**src/rtl/crack_pkg.sv**
```systemverilog
// Shared types for the ARC4 key-search scheduler.
//   state_t : scheduler phase (IDLE -> RUN -> DRAIN -> IDLE)
//   key_t   : candidate key at the default key width
package crack_pkg;

    localparam int KEY_W_DEFAULT = 24;

    typedef enum logic [1:0] {
        IDLE  = 2'd0,
        RUN   = 2'd1,
        DRAIN = 2'd2
    } state_t;

    typedef logic [KEY_W_DEFAULT-1:0] key_t;

endpackage

```
**src/rtl/crack_issue_arb.sv**
```systemverilog
// Lowest-index-first priority picker.
//   req   : N request bits
//   grant : one-hot grant of the lowest set request bit (zero when none)
//   valid : at least one request bit is set
// Purely combinational; the scheduler uses one copy to choose the engine to
// issue to and another to choose the winning ok result.
module crack_issue_arb #(
    parameter int N = 4
) (
    input  logic [N-1:0] req,
    output logic [N-1:0] grant,
    output logic         valid
);

    // seen[i] is set when any request below index i is present.
    logic [N:0] seen;

    assign seen[0] = 1'b0;

    generate
        for (genvar gi = 0; gi < N; gi++) begin : g_pick
            assign grant[gi]  = req[gi] & ~seen[gi];
            assign seen[gi+1] = seen[gi] | req[gi];
        end
    endgenerate

    assign valid = seen[N];

endmodule

```
**src/rtl/crack_sched.sv**
```systemverilog
// Multi-engine ARC4 key-search scheduler.
// Walks the inclusive (possibly wrapping) range [key_start, key_end], issuing
// one candidate per cycle to the lowest-index free engine. Stops issuing on
// the first successful trial or when the range is exhausted, waits for all
// in-flight trials to finish, then returns to IDLE with the result.
//
// Ports:
//   clk, rst            clock, synchronous active-high reset
//   en, rdy             start handshake (accepted when rdy=1)
//   key_start, key_end  inclusive search range, sampled on accept
//   key, key_valid      winning key and found flag of the last search
//   keys_tried          trials issued in the current/last search (saturating)
//   trial_en            one-cycle issue pulse per engine
//   trial_key           packed per-engine keys, engine i at [i*KEY_W +: KEY_W]
//   trial_rdy           engine idle
//   trial_done          one-cycle completion pulse per engine
//   trial_ok            qualifies trial_done: the key decrypted successfully
module crack_sched
    import crack_pkg::*;
#(
    parameter int NCORES = 4,
    parameter int KEY_W  = KEY_W_DEFAULT,
    parameter int CNT_W  = KEY_W + 1
) (
    input  logic                    clk,
    input  logic                    rst,
    input  logic                    en,
    output logic                    rdy,
    input  logic [KEY_W-1:0]        key_start,
    input  logic [KEY_W-1:0]        key_end,
    output logic [KEY_W-1:0]        key,
    output logic                    key_valid,
    output logic [CNT_W-1:0]        keys_tried,
    output logic [NCORES-1:0]       trial_en,
    output logic [NCORES*KEY_W-1:0] trial_key,
    input  logic [NCORES-1:0]       trial_rdy,
    input  logic [NCORES-1:0]       trial_done,
    input  logic [NCORES-1:0]       trial_ok
);

    localparam logic [CNT_W-1:0] CNT_ONE   = {{(CNT_W-1){1'b0}}, 1'b1};
    localparam logic [KEY_W-1:0] KEY_ONE   = {{(KEY_W-1){1'b0}}, 1'b1};
    // Largest count a full-width range can reach (2^KEY_W trials).
    localparam logic [CNT_W-1:0] TRIED_MAX = CNT_ONE << KEY_W;

    state_t              state_reg;
    state_t              state_next;

    logic [KEY_W-1:0]    next_key_reg;
    logic [KEY_W-1:0]    last_key_reg;
    logic [KEY_W-1:0]    key_reg;
    logic                key_valid_reg;
    logic                found_reg;
    logic                exhausted_reg;
    logic [CNT_W-1:0]    keys_tried_reg;
    logic [NCORES-1:0]   busy_reg;
    logic [NCORES-1:0]   trial_en_reg;
    logic [KEY_W-1:0]    trial_key_reg [NCORES];
    logic [KEY_W-1:0]    inflight_reg  [NCORES];

    logic                accept;
    logic                live;
    logic [NCORES-1:0]   eligible;
    logic [NCORES-1:0]   issue_grant;
    logic                issue_avail;
    logic                issue_fire;
    logic [NCORES-1:0]   issue_vec;
    logic [NCORES-1:0]   done_valid;
    logic [NCORES-1:0]   ok_req;
    logic [NCORES-1:0]   ok_grant;
    logic                ok_any;
    logic                win;
    logic [KEY_W-1:0]    win_key;
    logic                drain_done;

    // ------------------------------------------------------------------
    // FSM: state register
    // ------------------------------------------------------------------
    always_ff @(posedge clk) begin
        if (rst) begin
            state_reg <= IDLE;
        end else begin
            state_reg <= state_next;
        end
    end

    // ------------------------------------------------------------------
    // FSM: next-state logic
    // ------------------------------------------------------------------
    always_comb begin
        state_next = state_reg;
        case (state_reg)
            IDLE:    if (en) state_next = RUN;
            RUN:     if (found_reg || exhausted_reg) state_next = DRAIN;
            DRAIN:   if (busy_reg == '0) state_next = IDLE;
            default: state_next = IDLE;
        endcase
    end

    // ------------------------------------------------------------------
    // FSM: outputs and phase qualifiers
    // ------------------------------------------------------------------
    always_comb begin
        // rdy is held low while reset is asserted, whatever the state.
        rdy        = (state_reg == IDLE) && !rst;
        accept     = (state_reg == IDLE) && en;
        live       = (state_reg == RUN) || (state_reg == DRAIN);
        drain_done = (state_reg == DRAIN) && (busy_reg == '0);
    end

    // ------------------------------------------------------------------
    // Issue selection: an engine is eligible only if it reports ready and
    // we do not already have a trial outstanding on it (busy is sampled at
    // the start of the cycle, so a done this cycle does not free it yet).
    // ------------------------------------------------------------------
    assign eligible = trial_rdy & ~busy_reg;

    crack_issue_arb #(.N(NCORES)) u_issue_arb (
        .req   (eligible),
        .grant (issue_grant),
        .valid (issue_avail)
    );

    // ------------------------------------------------------------------
    // Completion: results from engines we are not tracking are dropped.
    // ------------------------------------------------------------------
    assign done_valid = live ? (trial_done & busy_reg) : '0;
    assign ok_req     = done_valid & trial_ok;

    crack_issue_arb #(.N(NCORES)) u_ok_arb (
        .req   (ok_req),
        .grant (ok_grant),
        .valid (ok_any)
    );

    assign win = ok_any && !found_reg;

    always_comb begin
        win_key = '0;
        for (int i = 0; i < NCORES; i++) begin
            if (ok_grant[i]) begin
                win_key = win_key | inflight_reg[i];
            end
        end
    end

    // Suppress the issue in the cycle the winning result arrives so that no
    // new trial is started once the key is known.
    assign issue_fire = (state_reg == RUN) && !found_reg && !exhausted_reg &&
                        !win && issue_avail;
    assign issue_vec  = issue_fire ? issue_grant : '0;

    // ------------------------------------------------------------------
    // Datapath: range counter, per-engine tracking, result
    // ------------------------------------------------------------------
    always_ff @(posedge clk) begin
        if (rst) begin
            next_key_reg   <= '0;
            last_key_reg   <= '0;
            key_reg        <= '0;
            key_valid_reg  <= 1'b0;
            found_reg      <= 1'b0;
            exhausted_reg  <= 1'b0;
            keys_tried_reg <= '0;
            busy_reg       <= '0;
            trial_en_reg   <= '0;
            for (int i = 0; i < NCORES; i++) begin
                trial_key_reg[i] <= '0;
                inflight_reg[i]  <= '0;
            end
        end else begin
            trial_en_reg <= issue_vec;
            busy_reg     <= (busy_reg & ~done_valid) | issue_vec;

            if (accept) begin
                next_key_reg   <= key_start;
                last_key_reg   <= key_end;
                key_valid_reg  <= 1'b0;
                keys_tried_reg <= '0;
                exhausted_reg  <= 1'b0;
                found_reg      <= 1'b0;
            end

            if (issue_fire) begin
                if (keys_tried_reg != TRIED_MAX) begin
                    keys_tried_reg <= keys_tried_reg + CNT_ONE;
                end
                // Compare before incrementing so a wrapping range ends on
                // key_end rather than on a magnitude test.
                if (next_key_reg == last_key_reg) begin
                    exhausted_reg <= 1'b1;
                end else begin
                    next_key_reg <= next_key_reg + KEY_ONE;
                end
            end

            if (win) begin
                key_reg   <= win_key;
                found_reg <= 1'b1;
            end

            if (drain_done) begin
                key_valid_reg <= found_reg;
            end

            for (int i = 0; i < NCORES; i++) begin
                if (issue_vec[i]) begin
                    trial_key_reg[i] <= next_key_reg;
                    inflight_reg[i]  <= next_key_reg;
                end
            end
        end
    end

    // ------------------------------------------------------------------
    // Output packing
    // ------------------------------------------------------------------
    generate
        for (genvar gi = 0; gi < NCORES; gi++) begin : g_pack
            assign trial_key[gi*KEY_W +: KEY_W] = trial_key_reg[gi];
        end
    endgenerate

    assign key        = key_reg;
    assign key_valid  = key_valid_reg;
    assign keys_tried = keys_tried_reg;
    assign trial_en   = trial_en_reg;

endmodule

```
**config.mk**
```make
export PLATFORM = sky130hd
export DESIGN_NAME = crack_sched
export DESIGN_NICKNAME = d
export VERILOG_FILES = /design/src/rtl/crack_pkg.sv /design/src/rtl/crack_issue_arb.sv /design/src/rtl/crack_sched.sv
export SDC_FILE = /design/constraint.sdc
export NUM_CORES = 1
export LEC_CHECK = 0
export CAP_MARGIN = 0
export CORE_UTILIZATION = 31
export DETAILED_ROUTE_END_ITERATION = 12
export GPL_ROUTABILITY_DRIVEN = 1
export SYNTH_ARGS = -nofsm -noshare
export SYNTH_HDL_FRONTEND = slang
export SYNTH_SLANG_ARGS = --single-unit
```
**constraint.sdc**
```tcl
create_clock -name clk -period 10.83 [get_ports clk]
set_input_delay 1.083 -clock clk [delete_from_list [all_inputs] [get_ports clk]]
set_output_delay 1.083 -clock clk [all_outputs]
set_load 0.01 [all_outputs]
```
## Word level (Yosys, flattened, before mapping)

Memory sizes are Yosys's and may differ from the RTL's.
Index checks and enable logic that the tools add are counted.
W data, S select, Z words.

| storage, ports and cells | value |
|---|---|
| bits in writable memories | 192 |
| bits in registers | 110 |
| logic and storage cells | 120 |
| bits of input ports | 63 |
| output and inout bits | 151 |
| memories | 2 |

| cells by class | value |
|---|---|
| equality and inequality tests | 7 |
| bitwise operators | 36 |
| reduce and logical (&&, ||, !) cells | 19 |
| muxes and demuxes | 44 |
| $add $sub $neg | 2 |

Memories:

| memory | words | width | rd ports | clocked after memory_dff | write ports | line | source |
|---|---|---|---|---|---|---|---|
| inflight_reg | 4 | 24 | 4 | 0 | 4 | crack_sched.sv:59 | `logic [KEY_W-1:0] inflight_reg [NCORES];` |
| trial_key_reg | 4 | 24 | 4 | 0 | 4 | crack_sched.sv:58 | `logic [KEY_W-1:0] trial_key_reg [NCORES];` |

Operator list:

| cell | number |
|---|---|
| $mux W24 | 15 |
| $mux W25 | 3 |
| $or A24 B24 Y24 | 3 |
| $add A25 B1 Y25 const B | 1 |
| $ne A25 B25 Y1 const B | 1 |
| $add A24 B1 Y24 const B | 1 |
| $eq A24 B24 Y1 | 1 |
| $mux W1 | 20 |
| $and A4 B4 Y4 | 4 |
| $or A1 B1 Y1 | 14 |
| $logic_and A1 B1 Y1 | 8 |
| $mux W4 | 2 |
| $not A4 Y4 | 2 |
| $and A1 B1 Y1 | 6 |
| $mux W2 | 3 |
| $not A1 Y1 | 6 |
| $pmux W2 S3 | 1 |
| $logic_not A1 Y1 | 4 |
| $logic_not A4 Y1 | 1 |
| $ne A2 B2 Y1 const B | 2 |
| $or A4 B4 Y4 | 1 |
| $reduce_bool A2 Y1 | 2 |
| $reduce_and A3 Y1 | 1 |
| $eq A2 B1 Y1 const B | 1 |
| other kinds (4) | 5 |

## Logic depth before layout (Yosys ltp)

| depth | value |
|---|---|
| depth in word-level cells | 16 |
| depth in mapped cells | 11 |
| mapped depth without buffers | 8 |

## By module

From an unflattened synthesis, not the netlist that was laid out.

| unflattened totals | value |
|---|---|
| cells, all modules | 946 |
| area, all modules | 9541.7 um2 |

Modules (own cells, without submodules):

| module | times used | area an instance (um2) | seq. area each (um2) | cells each |
|---|---|---|---|---|
| crack_sched | 1 | 9466.6 | 5084.9 | 936 |
| crack_issue_arb | 2 | 37.5 | 0.0 | 5 |

## Least setup slack after synthesis

OpenSTA, ideal clock, no wires.

| timing path | value |
|---|---|
| kind | in2reg |
| start | input port trial_ok[0] |
| end | memory trial_key_reg[3][0] (netlist name), enable pin |
| buffers on the path | 2 |
| arrival time | 3905 ps |
| data required time | 10392 ps |
| setup time | 438 ps |
| setup slack | 6487 ps |
| stages | 6 |
| cells stage by stage | and4_1 clkbuf_1 nor4_4 nand2_1 clkbuf_1 o21ai_0 |

RTL lines:

| item | line | source |
|---|---|---|
| from (decl) | crack_sched.sv:38 | `input logic [NCORES-1:0] trial_ok` |
| to (decl) | crack_sched.sv:58 |  |

==> metrics <==
status complete, no violations; drt first pass iters 5; Area contributors post-synth edfxtp_1, dfxtp_1, and2_1, a22oi_1, nand2_1; hpwl dp 21,400 um; cell family with most CP delay simple AND/OR/NAND/NOR gates; DR WL/cell 18.8 um; Clock Latency Late Sink 0.52 ns; Worst-path clk slew 0.06 ns; CTS resizes 0; xor and xnor area share after synthesis 3.28%; I/O Buffers 213; Post-CTS Setup Bufs 0; Yosys top cell area share 29.9%; FMAX 0.241 GHz; CP max stage delay 1.13 ns; Reg power frac 44.0%; Synth area leader edfxtp_1; Setup crit end kind flop; CTS Hold Bufs 0; vias per inst 5.20; Synthesized Nets 1,069; register area share after synthesis 52.8%; largest net degree at the start of global routing 69; Die Ht 178 um; worst clock skew 0.0178 ns; Synth Register Bits 206; Die Wd 178 um; Setup crit start trial_ok[1]; CP bufs+invs 1; Die ar. 31,800 um^2; routability cong. 0.813; Power, Total 0.00239 W; complex-gate fraction of the synthesized area 16.1%; max reg flops 96; clock share of power 31.5%; Final Instance Area 12,800 um^2; Period minus WS final 4.15 ns; Starting Density 31.5%; Post-Synth Simple-Gate Area 22.7%; Hold Path End last_key_reg[20]; n_diodes 0; Fin Setup TNS 0 ns; relative max-transition margin 16.1%; Slew Limit Fails 0; main combinational cell family by area after synthesis simple AND/OR/NAND/NOR gates; Min-Delay Path Class reg2reg; grt total ovfl 0; startpoint types input port; async set-reset flop share out of synthesis 0%; Slowest cell on crit path o21ai_2; FF-to-FF setup slack 6.78 ns; Max Cap Violations 0; post-synthesis mux area share 0.208%; critical-path cell list clkdlybuf4s50_1, and4_1, nor4_4, nand2_1, o21ai_2; layout cell share with drive strength beyond 1 5.85%; Setup Viol. Count Final 0; Worst R2R Path Depth 6; library cells used by synthesis 57; Setup CP Type in2reg; num rows 64; CTS Buf Count 23; vias in the first global route 7,679; switching portion of total power 33.5%; Area after DPL 12,000 um^2; antenna violations before repair 2; DR iter-0 viols 605; Avg Inst Size Synth 9.64 um^2; vias 8,193; post-synthesis instance area 9630 um^2; Max Fanout on Critical Path 27; commonest non-fill, non-tap cell in the layout clkdlybuf4s50_1; clk root buf clkbuf_16; Synth warnings 0; Required @ worst endpoint 10.96 ns; VDD IR-drop max 0.000106 V; RSZ-0062 raised after global routing no; Post-Synth Adder-Cell Area 1.04%; leak pwr 4.26 nW; CTS tree done; H-Tree Depth 1; Setup WS pre-CTS 5.99 ns; Sink Count 206; Pwr Density 187 nW/um^2; P_sw 0.000799 W; worst r2r dst trial_key_reg[1][6]; setup ws final 6.68 ns; Mapped Cells 998; Final Hold Fails 0; actual slew at the worst max-slew pin 1.26 ns; Cell Int Power 0.00159 W; critical path depth 5; area of the core 30,600 um^2; worst r2r src state_reg[0]; IO Pins 214; HP Start last_key_reg[20]; crit path DAT 4.28 ns; Tot GR Track Use 18.5%; Comb power frac 24.5%; Tcrit/Tclk final 38.3%; layout overhead on the synthesized area 32.9%; most frequent cells in the layout clkdlybuf4s50_1, dfxtp_1, edfxtp_1; Post-Route WL 29,600 um; CTS max path bufs 3; Top FF cell, synth dfxtp_1; nets 1,234; DRC viols 0; first-pass GRT wire length 45,300 um; Post-synth EDFFs 96; antenna-violating nets left 0; hold depth 2
[final cells by class]
cell class	count	area, um^2
clock inverters	10	87.6
multi-input cells	697	4220
inverters	10	37.5
well taps	396	495
fillers	3007	17800
flip-flops and latches	206	5080
clock buffers	32	639
repair buffers	225	2230
[worst reg2reg max path: stages (launching register included)]
cell and delay (ns):
dfxtp_1 0.38, inv_1 0.10, ha_1 0.40, and4_1 0.59, nor4_4 0.55, nand2_1 0.50, o21ai_2 1.14
[cells by family after synthesis]
kind of cell / after synthesis
xor gates and xnor gates: 36
DFF: 206
and+or+nand+nor: 410
buffers and inverters: 95
muxes: 2
AOI/OAI and AO/OA: 241
adders and majority gates: 8
[stage by stage]
step / hold slack (ns) / cells / util, %
6_report: 0.468 / 1576 / 41.8
3_3_place_gp: 0.459 / 1532 / 39.4
5_1_grt: 0.490 / 1576 / 41.8
2_1_floorplan: 0.449 / 998 / -
4_1_cts: 0.469 / 1574 / 41.8
3_5_place_dp: 0.460 / 1532 / 39.4
[per-layer routing]
| layer | wire length (um) | share of wire, % | up-vias | track usage, % |
|---|---|---|---|---|
| met4 | 623 | 2.1 | 4 | 4.66 |
| met3 | 2260 | 7.6 | 43 | 4.01 |
| met2 | 13600 | 46 | 305 | 29.5 |
| met5 | 26 | 0.088 | - | 0 |
| li1 | - | - | 3983 | - |
| met1 | 13100 | 44 | 3858 | 25.2 |
[synthesized netlist by cell type, types with 5 or more instances]
master,count
nor3_1,18
ha_1,8
nand4_1,24
and2_1,94
a31oi_1,14
a21oi_1,56
a211oi_1,5
nor3b_1,5
or3_1,7
xnor2_1,32
and3_1,13
dfxtp_1,110
nand2_1,93
a22oi_1,49
nand4b_1,5
o211ai_1,27
nor4_1,20
o211a_1,5
clkbuf_1,68
buf_1,9
buf_2,6
and4_1,7
o311ai_0,8
nor2b_1,8
nand3_1,24
edfxtp_1,96
o21ai_0,57
inv_1,9
nor2_1,73
[power groups by stage]
stage          sequential, W  clock (W)  combinational (W)
2_1_floorplan        0.00100          0           0.000384
3_3_place_gp         0.00106          0           0.000578
3_5_place_dp         0.00107          0           0.000587
4_1_cts              0.00105   0.000767           0.000590
5_1_grt              0.00106   0.000798           0.000644
6_report             0.00105   0.000752           0.000586
[worst max-delay path by stage]
stage	end	slack, ns
after global placement	trial_key_reg[1][18]	6.19
after global routing	trial_key_reg[2][8]	6.41
after CTS	trial_key_reg[3][16]	6.55
after detailed placement	trial_key_reg[3][9]	5.99
after floorplan	trial_key_reg[3][0]	6.49
final	trial_key_reg[1][6]	6.68
(Power assumes the default switching activity.)
